File: src/rtl/us_order_scheduler.sv
// -----------------------------------------------------------------------------
// us_order_scheduler
//   Accepts command words from two requesters through a round-robin arbiter,
//   keeps a count of pending imaging orders, adjusts a 12-bit transducer DAC
//   setpoint per order, and runs a capture sequencer that requests
//   IMGS_PER_ORDER image frames for each pending order.
//
// Command word: [0] on, [1] off, [2] increase, [3] decrease, [4] receive,
//               [5] send, [6] valid, [14:7] amount (DAC step = amount*16).
//
// Ports
//   clk, rst_n                 clock, asynchronous active-low reset
//   req0_data / req1_data      command words (DATA_WIDTH)
//   req0_valid / req1_valid    command offered
//   req0_ready / req1_ready    command taken when valid & ready
//   img_start                  one-cycle capture request
//   img_done                   one-cycle capture completion
//   outputDAC                  transducer drive setpoint (12 bits)
//   order_count                pending orders (0..MAX_ORDERS)
//   no_order                   no pending order, or reset asserted
//   finished_order, cmd_err    one-cycle status pulses
//
// Build option
//   US_SCHED_DAC_SAT_EN  defined: outputDAC saturates at 4095 / 0.
//                        undefined: outputDAC wraps modulo 4096.
// -----------------------------------------------------------------------------
module us_order_scheduler #(
  parameter int DATA_WIDTH     = 15,
  parameter int MAX_ORDERS     = 5,
  parameter int IMGS_PER_ORDER = 50
) (
  input  logic                  clk,
  input  logic                  rst_n,
  input  logic [DATA_WIDTH-1:0] req0_data,
  input  logic [DATA_WIDTH-1:0] req1_data,
  input  logic                  req0_valid,
  input  logic                  req1_valid,
  output logic                  req0_ready,
  output logic                  req1_ready,
  output logic                  img_start,
  input  logic                  img_done,
  output logic [11:0]           outputDAC,
  output logic [2:0]            order_count,
  output logic                  no_order,
  output logic                  finished_order,
  output logic                  cmd_err
);

  typedef struct packed {
    logic [7:0] amount;
    logic       valid;
    logic       send;
    logic       receive;
    logic       decrease;
    logic       increase;
    logic       off;
    logic       on;
  } cmd_t;

  typedef enum logic [1:0] {
    ST_IDLE,
    ST_START,
    ST_WAIT
  } state_t;

  localparam int              CNT_W     = (IMGS_PER_ORDER > 1) ? $clog2(IMGS_PER_ORDER) : 1;
  localparam logic [CNT_W-1:0] LAST_IMG = CNT_W'(IMGS_PER_ORDER - 1);
  localparam logic [2:0]      ORDER_MAX = 3'(MAX_ORDERS);

  logic [DATA_WIDTH-1:0] w_word;
  cmd_t                  w_cmd;
  logic                  w_gnt0, w_gnt1, w_room, w_abort_word;
  logic                  w_hs, w_abort, w_order, w_bad, w_last_img, w_finish;
  logic                  w_unused;
  logic [11:0]           w_step, w_dac_inc, w_dac_dec;
`ifdef US_SCHED_DAC_SAT_EN
  logic [12:0]           w_sum;
`endif
  state_t                r_state, w_state_nxt;
  logic                  r_prio1;       // 1: req1 holds the turn on a tie
  logic [2:0]            r_order_cnt;
  logic [CNT_W-1:0]      r_img_cnt;
  logic [11:0]           r_dac;
  logic                  r_finished, r_cmd_err;

  // ---------------- arbitration and decode ----------------
  assign w_gnt0       = req0_valid & (~req1_valid | ~r_prio1);
  assign w_gnt1       = req1_valid & (~req0_valid |  r_prio1);
  assign w_word       = w_gnt1 ? req1_data : req0_data;
  assign w_cmd        = cmd_t'(w_word[14:0]);
  assign w_abort_word = w_cmd.valid & w_cmd.off;
  assign w_room       = (r_order_cnt < ORDER_MAX);

  // An abort must get through even with a full queue, so readiness depends
  // on the offered word. Gating with rst_n keeps both readies low in reset.
  assign req0_ready = rst_n & w_gnt0 & (w_room | w_abort_word);
  assign req1_ready = rst_n & w_gnt1 & (w_room | w_abort_word);

  assign w_hs    = (req0_valid & req0_ready) | (req1_valid & req1_ready);
  assign w_abort = w_hs & w_abort_word;
  assign w_order = w_hs & w_cmd.valid & w_cmd.on & ~w_cmd.off & w_cmd.send
                 & ~(w_cmd.increase & w_cmd.decrease);
  assign w_bad   = w_hs & ~w_abort_word & ~w_order;

  // The receive bit and any bits above 14 carry no function.
  assign w_unused = ^{w_cmd.receive, w_word};

  assign w_last_img = (r_img_cnt == LAST_IMG);
  assign w_finish   = (r_state == ST_WAIT) & img_done & w_last_img;

  // ---------------- DAC step arithmetic ----------------
  always_comb begin
    w_step = {w_cmd.amount, 4'b0000};
`ifdef US_SCHED_DAC_SAT_EN
    w_sum     = {1'b0, r_dac} + {1'b0, w_step};
    w_dac_inc = w_sum[12] ? 12'hFFF : w_sum[11:0];
    w_dac_dec = (r_dac < w_step) ? 12'd0 : (r_dac - w_step);
`else
    w_dac_inc = r_dac + w_step;
    w_dac_dec = r_dac - w_step;
`endif
  end

  // ---------------- capture FSM ----------------
  // NOTE: state and counters use non-blocking assignments so every register
  // samples pre-edge values; blocking here would create ordering races.
  always_ff @(posedge clk or negedge rst_n) begin
    if (!rst_n) r_state <= ST_IDLE;
    else        r_state <= w_state_nxt;
  end

  // NOTE: every output of this block is defaulted first so no path leaves a
  // signal unassigned, which would otherwise infer a latch.
  always_comb begin
    w_state_nxt = r_state;
    img_start   = 1'b0;
    case (r_state)
      ST_IDLE:  if (r_order_cnt != 3'd0) w_state_nxt = ST_START;
      ST_START: begin
        img_start   = 1'b1;
        w_state_nxt = ST_WAIT;
      end
      ST_WAIT:  if (img_done) w_state_nxt = w_last_img ? ST_IDLE : ST_START;
      default:  w_state_nxt = ST_IDLE;
    endcase
    if (w_abort) w_state_nxt = ST_IDLE;
  end

  // ---------------- datapath registers ----------------
  always_ff @(posedge clk or negedge rst_n) begin
    if (!rst_n) begin
      r_prio1     <= 1'b0;
      r_order_cnt <= 3'd0;
      r_img_cnt   <= '0;
      r_dac       <= 12'd0;
      r_finished  <= 1'b0;
      r_cmd_err   <= 1'b0;
    end else begin
      if (w_hs) r_prio1 <= w_gnt0;   // turn passes to the other requester
      r_cmd_err  <= w_bad;
      r_finished <= w_finish & ~w_abort;

      if (w_abort) begin
        r_order_cnt <= 3'd0;
        r_img_cnt   <= '0;
        r_dac       <= 12'd0;
      end else begin
        // Accept and finish in the same cycle cancel out.
        case ({w_order, w_finish})
          2'b10:   r_order_cnt <= r_order_cnt + 3'd1;
          2'b01:   r_order_cnt <= r_order_cnt - 3'd1;
          default: r_order_cnt <= r_order_cnt;
        endcase

        if ((r_state == ST_WAIT) && img_done)
          r_img_cnt <= w_last_img ? '0 : (r_img_cnt + CNT_W'(1));

        if (w_order && w_cmd.increase)      r_dac <= w_dac_inc;
        else if (w_order && w_cmd.decrease) r_dac <= w_dac_dec;
      end
    end
  end

  assign outputDAC      = r_dac;
  assign order_count    = r_order_cnt;
  assign no_order       = ~rst_n | (r_order_cnt == 3'd0);
  assign finished_order = r_finished;
  assign cmd_err        = r_cmd_err;

endmodule

File: config.mk
export PLATFORM = sky130hd
export DESIGN_NAME = us_order_scheduler
export DESIGN_NICKNAME = d
export VERILOG_FILES = /design/src/rtl/us_order_scheduler.sv
export SDC_FILE = /design/constraint.sdc
export NUM_CORES = 1
export LEC_CHECK = 0
export BUFFER_PORTS_ARGS = -buffer_cell sky130_fd_sc_hd__buf_4
export CAP_MARGIN = 0
export CORE_ASPECT_RATIO = 1.75
export CORE_MARGIN = 1.5
export CORE_UTILIZATION = 52
export DETAILED_ROUTE_END_ITERATION = 12
export GPL_ROUTABILITY_DRIVEN = 0
export HOLD_SLACK_MARGIN = 0.08
export PLACE_DENSITY = 0.84
export REMOVE_ABC_BUFFERS = 1
export SLEW_MARGIN = 40
export SYNTH_ARGS = -nofsm -noshare
export SYNTH_HDL_FRONTEND = slang
export SYNTH_SLANG_ARGS = --single-unit
export TNS_END_PERCENT = 10
File: constraint.sdc
create_clock -name clk -period 3.5 [get_ports clk]
set_input_delay 0.175 -clock clk [delete_from_list [all_inputs] [get_ports clk]]
set_output_delay 0.175 -clock clk [all_outputs]
set_load 0.1 [all_outputs]
## Word-level counts from Yosys, hierarchy flattened

Index checks and enable logic that the tools add are counted.

| word-level totals | value |
|---|---|
| flip-flop bits (word level) | 26 |
| word-level logic and storage cells | 80 |

| operators by class | value |
|---|---|
| eq/ne operators | 7 |
| $add $sub $neg | 5 |
| bitwise operators | 35 |
| muxes and demuxes | 15 |
| magnitude comparators | 1 |
| reductions and logical operators | 10 |

Operators by type and width:

| kind | count |
|---|---|
| $mux 12 | 3 |
| $and 1x1->1 | 21 |
| $mux 6 | 3 |
| $mux 15 | 1 |
| $add 12x12->12 | 1 |
| $sub 12x12->12 | 1 |
| $not 1->1 | 9 |
| $reduce_bool 3->1 | 3 |
| $add 6x1->6 const B | 1 |
| $eq 6x6->1 const B | 1 |
| $mux 2 | 3 |
| $ne 3x3->1 const B | 2 |
| $pmux 2 s3 | 1 |
| $pmux 3 s2 | 1 |
| $or 1x1->1 | 5 |
| $eq 2x1->1 const B | 2 |
| $eq 2x2->1 const B | 2 |
| $add 3x1->3 const B | 1 |
| $logic_and 1x1->1 | 3 |
| $logic_not 3->1 | 1 |
| $lt 3x3->1 const B | 1 |
| $mux 3 | 1 |
| $sub 3x1->3 const B | 1 |
| $logic_not 2->1 | 1 |
| 3 further kinds | 4 |

## Depth between registers and ports, before layout

Gate-level depths: netlist of run 1.

| logic depth | value |
|---|---|
| depth after elaboration | 18 |
| mapped depth | 16 |

## Worst setup path before layout of run 1

OpenSTA, ideal clock, no wires.

| path | value |
|---|---|
| path kind | flip-flop to flip-flop |
| from | register r_order_cnt[1], in the netlist order_count[1] |
| to | register r_dac[11], in the netlist outputDAC[11] |
| path buffers | 0 |
| arrival time | 3332 ps |
| stages on the path, launching flop included | 14 |
| required time | 3374 ps |
| setup slack | 43 ps |
| setup time | 126 ps |
| cells stage by stage | dfrtp_1 > o21ai_0 > o31ai_4 > nand2b_4 > nor2_4 > nor2_1 > a21oi_1 > ha_1 > a21o_1 > a21oi_1 > o21ai_0 > o41ai_1 > xnor2_1 > o21ai_1 |

| between the ends | value |
|---|---|
| longest elaborated chain between the ends | 13 |
| elaborated cells between the ends (all ways) | 18 |
| those cells by class | order compare (1); mux (2); bitwise (12); reduce/logical (3) |

Ends and longest elaborated chain:

| item | line | RTL |
|---|---|---|
| start, declared | 81 | `logic [2:0] r_order_cnt;` |
| start signal, assigned | 170 | `2'b10: r_order_cnt <= r_order_cnt + 3'd1;` |
| start signal, assigned | 171 | `2'b01: r_order_cnt <= r_order_cnt - 3'd1;` |
| start signal, assigned | 172 | `default: r_order_cnt <= r_order_cnt;` |
| $lt 3x3->1 * | 92 | `assign w_room = (r_order_cnt < ORDER_MAX);` |
| $or 1x1->1 * | 96, 97 |  |
| $and 1x1->1, on equally long branches | 96, 97 |  |
| $and 1x1->1 | 99 | `assign w_hs = (req0_valid & req0_ready) \| (req1_valid & req1_ready);` |
| $or 1x1->1 * | 99 |  |
| $and 1x1->1 (4 in a row) | 101 | `assign w_order = w_hs & w_cmd.valid & w_cmd.on & ~w_cmd.off & w_cmd.send` |
| $and 1x1->1 | 102 | `& ~(w_cmd.increase & w_cmd.decrease);` |
| $logic_and 1x1->1 | 178 | `if (w_order && w_cmd.increase) r_dac <= w_dac_inc;` |
| $mux 12 | 178 |  |
| $mux 12 | 163 | `if (w_abort) begin` |
| end signal, assigned | 178 |  |
| end signal, assigned | 179 | `else if (w_order && w_cmd.decrease) r_dac <= w_dac_dec;` |
| end, declared | 83 | `logic [11:0] r_dac;` |

Mark *: on every way between the ends. The rest lies on a longest branch, timed or not.
A chain may end at the register's enable or synchronous reset.

## Worst setup path in the final report of run 1

| path | value |
|---|---|
| from | register r_prio1 |
| to | register r_dac[11], in the netlist outputDAC[11] |

| between the ends | value |
|---|---|
| longest elaborated chain between the ends | 16 |
| elaborated cells between the ends (all ways) | 32 |
| those cells by class | add/sub (2); mux (4); bitwise (23); reduce/logical (3) |

Ends and longest elaborated chain:

| item | line | RTL |
|---|---|---|
| start, declared | 80 | `logic r_prio1;` |
| start signal, assigned | 159 | `if (w_hs) r_prio1 <= w_gnt0;` |
| $or 1x1->1 | 88 | `assign w_gnt1 = req1_valid & (~req0_valid \| r_prio1);` |
| $and 1x1->1 | 88 |  |
| $mux 15 | 89 | `assign w_word = w_gnt1 ? req1_data : req0_data;` |
| $and 1x1->1 | 91 | `assign w_abort_word = w_cmd.valid & w_cmd.off;` |
| $or 1x1->1 | 96, 97 |  |
| $and 1x1->1, on equally long branches | 96, 97 |  |
| $and 1x1->1 | 99 |  |
| $or 1x1->1 | 99 |  |
| $and 1x1->1 (4 in a row) | 101 |  |
| $and 1x1->1 | 102 |  |
| $logic_and 1x1->1 | 178 |  |
| $mux 12 | 178 |  |
| $mux 12 | 163 |  |

Parallel ways exist; a longest one is shown, timed or not. The select of a mux whose other input is x is not followed.

==> results of run 1 <==
[logic make-up after synthesis]
kind of cell | Yosys count
flops | 22
xor+xnor | 22
fa+ha+maj | 12
other cells | 1
simple gates | 76
buf+inv | 15
compound gates | 46
mux | 12
[area by class of cell]
class	count	area, um^2
sequential	22	551
multi-input combinational	172	1240
tap	45	56.3
clock inverter	1	30.0
fill	284	1070
timing repair buffer	52	393
inverter	6	22.5
clock buffer	3	41.3
[routing by layer]
layer  up-vias  part of all wire (%)  global-route usage, %
met5         -                     0                      0
met4         0                   2.6                   9.19
met3        10                   2.9                   2.86
met2        43                    57                   43.5
met1       781                    37                   25.4
li1        822                     -                      -
[worst max-delay path: stages (launching register included)]
cell	delay [ns]
dfrtp_1	0.42
nand2b_2	0.25
nand2_4	0.20
mux2_1	0.40
inv_1	0.07
ha_1	0.21
nor2_1	0.14
a21oi_1	0.07
ha_1	0.28
a21o_1	0.16
a21oi_1	0.21
o21ai_0	0.17
o41ai_2	0.26
xnor2_1	0.17
o21ai_1	0.08
[cell usage after synthesis (all sizes together) (2+ instances only)]
master / number / share of area, %
nor2: 23 / 5.1
dfrtp: 22 / 30
a21oi: 15 / 4.3
xnor2: 13 / 6.2
nand2: 12 / 2.8
o21ai: 12 / 3.5
nand3: 11 / 3.0
ha: 10 / 6.8
mux2i: 10 / 5.4
xor2: 9 / 4.7
buf: 8 / 2.7
nor3: 7 / 2.5
a21o: 6 / 2.4
inv: 6 / 1.2
nand2b: 4 / 1.9
nor2b: 4 / 1.4
o31ai: 3 / 2.0
or2: 3 / 1.0
a31oi: 2 / 0.68
fa: 2 / 2.2
mux2: 2 / 1.4
nand4b: 2 / 0.95
o21a: 2 / 0.81
o22ai: 2 / 0.68
or4: 2 / 0.81
[state kept, by name, summed over array words and instances (netlist names)]
register / cells
cmd_err: 1
order_count: 3
finished_order: 1
outputDAC: 8
r_prio1: 1
r_img_cnt: 6
r_state: 2
[final timing paths]
kind	startpoint	end	slack (ns)	depth (start not counted)
min	img_done	r_state[1]$_DFFE_PN0P_	0.18	4
max in group asynchronous	rst_n	outputDAC[4]$_DFFE_PN0P_	2.82	3
min reg2reg	r_prio1$_DFFE_PN0N_	r_prio1$_DFFE_PN0N_	0.53	1
max reg2reg	r_prio1$_DFFE_PN0N_	outputDAC[11]$_DFFE_PN0P_	0.29	14
min in group asynchronous	rst_n	finished_order$_DFF_PN0_	0.44	3
max	r_prio1$_DFFE_PN0N_	outputDAC[11]$_DFFE_PN0P_	0.29	14
[power by group]
part	internal [mW]	switching, mW	total (mW)	leakage [nW]
Combinational	0.165	0.333	0.497	0.787
Clock	0.153	0.0876	0.241	0.0357
Sequential	0.291	0.0395	0.330	0.298
Total	0.608	0.460	1.07	1.12
[repair_timing]
action | CTS | global route
setup endpoints to repair | 0 | 1
endpoints found under the hold margin | 22 | 0
gates resized for setup | 0 | 1
hold buffers | 1 | 0
==> flow_metrics.tcl, run 1 <==
set metrics [dict create \
    synth_top_family_by_area "simple AND/OR/NAND/NOR gates" \
    core_area_mm2 0.00340 \
    status "completed" \
    area_delta_synth_final_pct 26.3 \
    critPathRequiredTime_ns 3.63 \
    wl_per_cell_um 13.4 \
    hold_viol 0 \
    grt_max_degree 25 \
    drc 0 \
    seq_area_frac_synth_pct 29.9 \
    fin_total_pwr_mw 1.07 \
    drv_slew 0 \
    final_core_util_pct 68.6 \
    synth_xor_area_share_pct 10.9 \
    hold_path_class "primary input to flip-flop" \
    synth-compound-area-share_pct 16.5 \
    synth.area.mux_share_pct 6.85 \
    clkTransAtPathRegs_ns 0.09 \
    peakVddDrop_uv 367 \
    end_kind "flip-flop" \
    critPathMaxFanout 13 \
    ys_ff_latch 22 \
    cp-start-kind "flip-flop" \
    path_class "flip-flop to flip-flop" \
    grt_antenna_before_repair 0 \
    clockBufferDepth 2 \
    rsz0062_at_grt "false" \
    setup_viol_count_final 0 \
    worstPathArrival_ns 3.34 \
    ioPinCount 56 \
    finalWirelength_um 4040 \
    fin_nets 304 \
    htree_levels 1 \
    drt_iter0_markers 32 \
    ys_warn_count 0 \
    slew_headroom_pct 65.4 \
    hold_ws_ns 0.184 \
    finalWorstSetupSlack_ns 0.294 \
    syn_avg_cell_area_um2 8.95 \
    synthAdderAreaFrac_pct 8.96 \
    via_per_inst 5.50 \
    die_x_um 48.0 \
    clkLatencyLatePin_ns 0.27 \
    ant_nets 0 \
    postCtsSetupRepairBufs 0 \
    overflow 0 \
    post-place-ws_ns 0.231 \
    cts_tree "done" \
    num_antenna_cells 0 \
    place_area_mm2 0.00224 \
    post-route-period-util_pct 91.6 \
    num_vias 1656 \
    final_cells 301 \
    grt_pass1_wl_um 6780 \
    synth_area_mm2 0.00184 \
    die_area_mm2 0.00393 \
    clock_sinks 22 \
    leakagePower_nw 1.12 \
    die_h_um 81.8 \
    grt_pass1_vias 1643 \
    mostFrequentLayoutCell "buf_4" \
    yosysUniqueCellTypes 53 \
    drive_above_1_share_pct 27.3 \
    place_hpwl_um 3300 \
    placed_cells 296 \
    final_cell_mix "buf_4, nor2_1, dfrtp_1" \
    grt_usage_pct 23.6 \
    netlist_instances 206 \
    synthSimpleGateAreaFrac_pct 22.7 \
    synth_edf_count 0 \
    finalSetupTns_ns 0 \
    fin_crit_ns 3.21 \
    worst_pin_slew_ns 0.519 \
    cts-root-buf "clkbuf_8" \
    clock.fmax_ghz 0.312 \
    drv_cap 0 \
    power_density_mw_per_mm2 458 \
    ys.flop_type "dfrtp_1" \
    start_util_pct 54.3 \
    design_area_mm2 0.00233 \
    io_buffers 49 \
    fin_worst_skew_ns 0.00900 \
    drt-pass1-iter-count 4 \
    synthArstFlopShare_pct 100 \
    placementRows 28 \
    numCtsBuffers 3 \
]
Note: power is estimated with default switching activity, not from simulation.
==> inputs of run 2 (changes only) <==
--- a/config.mk
+++ b/config.mk
@@ -9,11 +9,12 @@
 export CAP_MARGIN = 0
 export CORE_ASPECT_RATIO = 1.75
 export CORE_MARGIN = 1.5
-export CORE_UTILIZATION = 52
+export CORE_UTILIZATION = 30
 export DETAILED_ROUTE_END_ITERATION = 12
 export GPL_ROUTABILITY_DRIVEN = 0
-export HOLD_SLACK_MARGIN = 0.08
-export PLACE_DENSITY = 0.84
+export GPL_TIMING_DRIVEN = 0
+export HOLD_SLACK_MARGIN = 0.06
+export PLACE_DENSITY = 0.54
 export REMOVE_ABC_BUFFERS = 1
 export SLEW_MARGIN = 40
 export SYNTH_ARGS = -nofsm -noshare
==> run 2 against run 1 <==
Via count down 2.3%. Register-to-register slack about the same. Clock power down 33%. Sequential share of layout area down 0.13 points. Die area up 69%. Sequential power about the same. Design area up 0.54%.
==> flow_metrics.tcl, run 2 (same netlist as run 1, synthesis figures left out) <==
set metrics [dict create \
    status "completed" \
    path_class "flip-flop to flip-flop" \
    hold_viol 0 \
    numCtsBuffers 3 \
    drt-pass1-iter-count 4 \
    worst_pin_slew_ns 0.546 \
    place_hpwl_um 3450 \
    peakVddDrop_uv 172 \
    die_h_um 107 \
    hold_path_class "primary input to flip-flop" \
    fin_worst_skew_ns 0.00233 \
    cts_tree "done" \
    critPathRequiredTime_ns 3.63 \
    clock_sinks 22 \
    die_x_um 62.3 \
    leakagePower_nw 1.10 \
    finalSetupTns_ns 0 \
    grt_usage_pct 14.0 \
    rsz0062_at_grt "false" \
    regArea_um2 551 \
    drive_above_1_share_pct 27.3 \
    design_area_mm2 0.00234 \
    post-route-period-util_pct 91.7 \
    grt_antenna_before_repair 0 \
    die_area_mm2 0.00665 \
    fin_crit_ns 3.21 \
    ant_nets 0 \
    drv_slew 0 \
    area_delta_synth_final_pct 27.0 \
    multiInputGateArea_mm2 0.00125 \
    via_per_inst 4.89 \
    finalWirelength_um 4370 \
    cts-root-buf "clkbuf_8" \
    drv_cap 0 \
    num_antenna_cells 0 \
    seqPwrFrac_pct 33.7 \
    fin_nets 302 \
    clockBufferDepth 2 \
    rr_worst_depth 15 \
    mostFrequentLayoutCell "buf_4" \
    clkLatencyLatePin_ns 0.26 \
    hold_ws_ns 0.200 \
    drc 0 \
    grt_pass1_vias 1598 \
    end_kind "flip-flop" \
    switchingPower_uw 458 \
    grt_max_degree 26 \
    largest_register_ff_count 8 \
    placementRows 37 \
    setup_viol_count_final 0 \
    cp-start-kind "flip-flop" \
    sw_frac_of_total_pct 46.3 \
    wl_per_cell_um 13.2 \
    min_path_cells 4 \
    n_fill_cell 645 \
    worstPathArrival_ns 3.34 \
    clkTransAtPathRegs_ns 0.08 \
    ioPinCount 56 \
    clock.fmax_ghz 0.312 \
    power_frac_clock_pct 16.3 \
    htree_levels 1 \
    p_int_uw 531 \
    drt_iter0_markers 57 \
    critPathMaxFanout 18 \
    io_buffers 49 \
    start_util_pct 31.1 \
    core_area_mm2 0.00593 \
    place_area_mm2 0.00227 \
    slew_headroom_pct 63.6 \
    postCtsSetupRepairBufs 0 \
    p_comb_share_pct 50.0 \
    grt_pass1_wl_um 7500 \
    final_cell_mix "buf_4, nor2_1, dfrtp_1" \
    num_vias 1618 \
    overflow 0 \
    power_density_mw_per_mm2 422 \
]
## run 2: cell count changes in the layout (fill, tap and decap cells not counted)
cell       before  now
nand2_8         0    1
mux2_2          0    1
mux2i_2         0    1
buf_4          51   48
mux2i_1        10    9
bufinv_16       1    0
buf_6           0    1
nand2_4         1    0
mux2_1          1    0
## run 2: layout make-up
type | instances | area share, %
Inverter | 6 | 0.962
Timing Repair Buffer | 50 | 16.3
Sequential cell | 22 | 23.5
Clock buffer | 3 | 1.76
Multi-Input combinational cell | 172 | 53.3
Tap cell | 78 | 4.17
## run 2: metal layers
metal | share of wire, % | up-vias | wire length [um] | GRT usage (%)
met4 | 0.66 | 0 | 29 | 4.29
met5 | 0 | - | 0 | 0
met3 | 4.0 | 2 | 175 | 1.47
met1 | 40 | 759 | 1730 | 16.0
li1 | - | 816 | - | -
met2 | 56 | 41 | 2430 | 26.9
## run 2: power groups by stage
stage	Clock (mW)	Combinational (mW)	Sequential (mW)
after CTS	0.168	0.494	0.334
final	0.161	0.494	0.333
after global routing	0.176	0.537	0.341
after detailed placement	0	0.491	0.338
after floorplan	0	0.280	0.428
after global placement	0	0.488	0.338
## run 2: per-stage QoR
stage | total power [mW] | setup WS [ns] | util (%) | cells
after detailed placement | 0.830 | 0.134 | 38.3 | 327
after global routing | 1.05 | 0.00839 | 39.5 | 331
after floorplan | 0.707 | 0.0323 | - | 200
after global placement | 0.826 | 0.141 | 38.3 | 327
final | 0.988 | 0.291 | 39.5 | 331
after CTS | 0.996 | 0.0983 | 39.1 | 331
## run 2: path summary, 6_finish.rpt
path | endpoint | start | slack, ns
setup / recovery | outputDAC[10]$_DFFE_PN0P_ | r_prio1$_DFFE_PN0N_ | 0.29
hold / removal | r_state[1]$_DFFE_PN0P_ | img_done | 0.20
setup reg to reg | outputDAC[10]$_DFFE_PN0P_ | r_prio1$_DFFE_PN0N_ | 0.29
hold reg to reg | r_prio1$_DFFE_PN0N_ | r_prio1$_DFFE_PN0N_ | 0.53
max in group asynchronous | r_img_cnt[2]$_DFFE_PN0P_ | rst_n | 2.97
min in group asynchronous | order_count[0]$_DFFE_PN0P_ | rst_n | 0.32
## run 2: critical path, cell delays in order (launching register included)
cell      delay (ns)
dfrtp_1         0.41
nand2b_2        0.27
nand2_8         0.18
mux2i_2         0.32
nand2b_4        0.11
nor2_4          0.21
nor2_1          0.08
xnor2_1         0.20
ha_1            0.30
nor2b_1         0.14
o21ai_0         0.14
nand2b_1        0.11
a21o_1          0.19
a21oi_1         0.18
xor2_1          0.15
o21ai_1         0.08
## run 2: what timing repair did
item | in CTS | in global routing
endpoints found under the hold margin | 22 | 0
endpoints found under the setup margin | 0 | 2
resized for setup | 0 | 5
hold buffers | 1 | 0
==> inputs of run 3 (changes only) <==
--- a/config.mk
+++ b/config.mk
@@ -8,7 +8,7 @@
 export BUFFER_PORTS_ARGS = -buffer_cell sky130_fd_sc_hd__buf_4
 export CAP_MARGIN = 0
 export CORE_ASPECT_RATIO = 1.75
-export CORE_MARGIN = 1.5
+export CORE_MARGIN = 2
 export CORE_UTILIZATION = 30
 export DETAILED_ROUTE_END_ITERATION = 12
 export GPL_ROUTABILITY_DRIVEN = 0
==> run 3 against run 2 <==
Final cell count increased by 0.30%. Register-to-register slack got worse by 0.02 ns. Flip-flop and latch count unchanged. Clock power increased by 53%. Combinational power about the same. Die area increased by 2.6%. Critical path depth decreased by 1. Largest power group unchanged.
==> flow_metrics.tcl, run 3 (same netlist as run 1, synthesis figures left out) <==
set metrics [dict create \
    cts-root-buf "clkbuf_8" \
    start_util_pct 31.1 \
    placementRows 37 \
    clock.fmax_ghz 0.310 \
    via_per_inst 4.77 \
    die_x_um 63.3 \
    ant_nets 0 \
    path_class "flip-flop to flip-flop" \
    fin_nets 302 \
    p_comb_share_pct 46.1 \
    wl_per_cell_um 13.1 \
    post-place-ws_ns 0.135 \
    finalWirelength_um 4360 \
    power_density_mw_per_mm2 453 \
    clkTransAtPathRegs_ns 0.09 \
    seqPwrFrac_pct 31.0 \
    num_antenna_cells 0 \
    crit_start "r_prio1$_DFFE_PN0N_" \
    drc 0 \
    htree_levels 1 \
    postCtsSetupRepairBufs 0 \
    setup_viol_count_final 0 \
    die_area_mm2 0.00682 \
    peakVddDrop_uv 211 \
    critPathMaxFanout 18 \
    drv_slew 0 \
    grt_pass1_wl_um 7280 \
    power_frac_clock_pct 23.0 \
    rr_worst_depth 14 \
    worstHoldStart "img_done" \
    reg2reg_to "outputDAC[11]$_DFFE_PN0P_" \
    grt_antenna_before_repair 0 \
    drv_cap 0 \
    critPathRequiredTime_ns 3.64 \
    worstPathArrival_ns 3.37 \
    sw_frac_of_total_pct 43.4 \
    grt_max_degree 26 \
    num_vias 1582 \
    die_h_um 108 \
    hold_viol 0 \
    end_kind "flip-flop" \
    grt_usage_pct 13.5 \
    cp-start-kind "flip-flop" \
    cts_tree "done" \
    r2r_start "r_prio1$_DFFE_PN0N_" \
    multiInputGateArea_mm2 0.00125 \
    regArea_um2 551 \
    post-route-period-util_pct 92.2 \
    fin_worst_skew_ns 0.00227 \
    mostFrequentLayoutCell "buf_4" \
    rsz0062_at_grt "false" \
    overflow 0 \
    numCtsBuffers 3 \
    finalWorstSetupSlack_ns 0.272 \
    drt-pass1-iter-count 3 \
    leakagePower_nw 1.11 \
    clockBufferDepth 2 \
    grt_pass1_vias 1649 \
    clkLatencyLatePin_ns 0.27 \
    slew_headroom_pct 65.3 \
    fin_crit_ns 3.23 \
    ioPinCount 56 \
    io_buffers 49 \
    clock_sinks 22 \
    largest_register_ff_count 8 \
    drive_above_1_share_pct 27.2 \
    switchingPower_uw 466 \
    p_int_uw 607 \
    final_cell_mix "buf_4, nor2_1, dfrtp_1" \
    drt_iter0_markers 48 \
    endpoint "outputDAC[11]$_DFFE_PN0P_" \
    r2r_setup_slack_ns 0.27 \
    status "completed" \
    finalSetupTns_ns 0 \
    n_fill_cell 650 \
    area_delta_synth_final_pct 28.4 \
    core_area_mm2 0.00593 \
    place_hpwl_um 3510 \
    worst_pin_slew_ns 0.521 \
    hold_path_class "primary input to flip-flop" \
]
run 3: cell count changes in the layout (fill, tap and decap cells not counted), sizes merged:
cell    change
bufinv      +1
run 3: layout make-up:
| class | instances | area share [%] |
|---|---|---|
| Timing Repair Buffer | 50 | 16.0 |
| Tap cell | 78 | 4.12 |
| Sequential cell | 22 | 23.2 |
| Inverter | 6 | 0.951 |
| Clock inverter | 1 | 1.27 |
| Multi-Input combinational cell | 172 | 52.7 |
| Clock buffer | 3 | 1.74 |
run 3: power groups by stage:
stage	Sequential (mW)	Clock [mW]	Combinational (mW)
finish	0.332	0.247	0.494
floorplan	0.428	0	0.280
CTS	0.334	0.255	0.496
global route	0.342	0.262	0.538
detailed placement	0.339	0	0.492
global placement	0.338	0	0.490
run 3: stage by stage:
| step | instances | util [%] | instance area [um^2] | hold slack (ns) | power (mW) |
|---|---|---|---|---|---|
| floorplan | 200 | - | 1800 | -0.121 | 0.707 |
| global route | 332 | 40.0 | 2370 | 0.226 | 1.14 |
| detailed placement | 327 | 38.3 | 2270 | 0.100 | 0.831 |
| finish | 332 | 40.0 | 2370 | 0.194 | 1.07 |
| global placement | 327 | 38.3 | 2270 | 0.0990 | 0.828 |
| CTS | 332 | 39.6 | 2350 | 0.183 | 1.08 |
run 3: metal layers:
metal | global-route usage [%] | up-vias | part of all wire, %
met2 | 26.7 | 28 | 56
met1 | 14.3 | 736 | 40
met4 | 5.75 | 0 | 1.4
met3 | 0.941 | 4 | 2.7
li1 | - | 814 | -
met5 | 0 | - | 0
run 3: how the worst min path moves through the flow:
stage	endpoint	slack, ns	depth (start not counted)
floorplan	cmd_err$_DFF_PN0_	-0.12	0
global placement	cmd_err$_DFF_PN0_	0.1	1
detailed placement	cmd_err$_DFF_PN0_	0.10	1
CTS	r_prio1$_DFFE_PN0N_	0.18	2
global route	r_state[1]$_DFFE_PN0P_	0.23	4
finish	r_state[1]$_DFFE_PN0P_	0.19	4
run 3: worst max-delay path: stages, from the launching register on:
cell and delay, ns:
dfrtp_1 0.42, nand2b_2 0.27, nand2_8 0.20, mux2_1 0.40, inv_1 0.08, ha_1 0.22, nor2_1 0.14, a21oi_1 0.07
ha_1 0.28, a21o_1 0.16, a21oi_1 0.21, o21ai_0 0.17, o41ai_2 0.26, xnor2_1 0.16, o21ai_1 0.07
run 3: repair_timing:
item	4_1_cts	5_1_grt
endpoints found under the hold margin	22	0
hold buffers	1	0
setup endpoints to repair	0	2
gates resized for setup	0	3
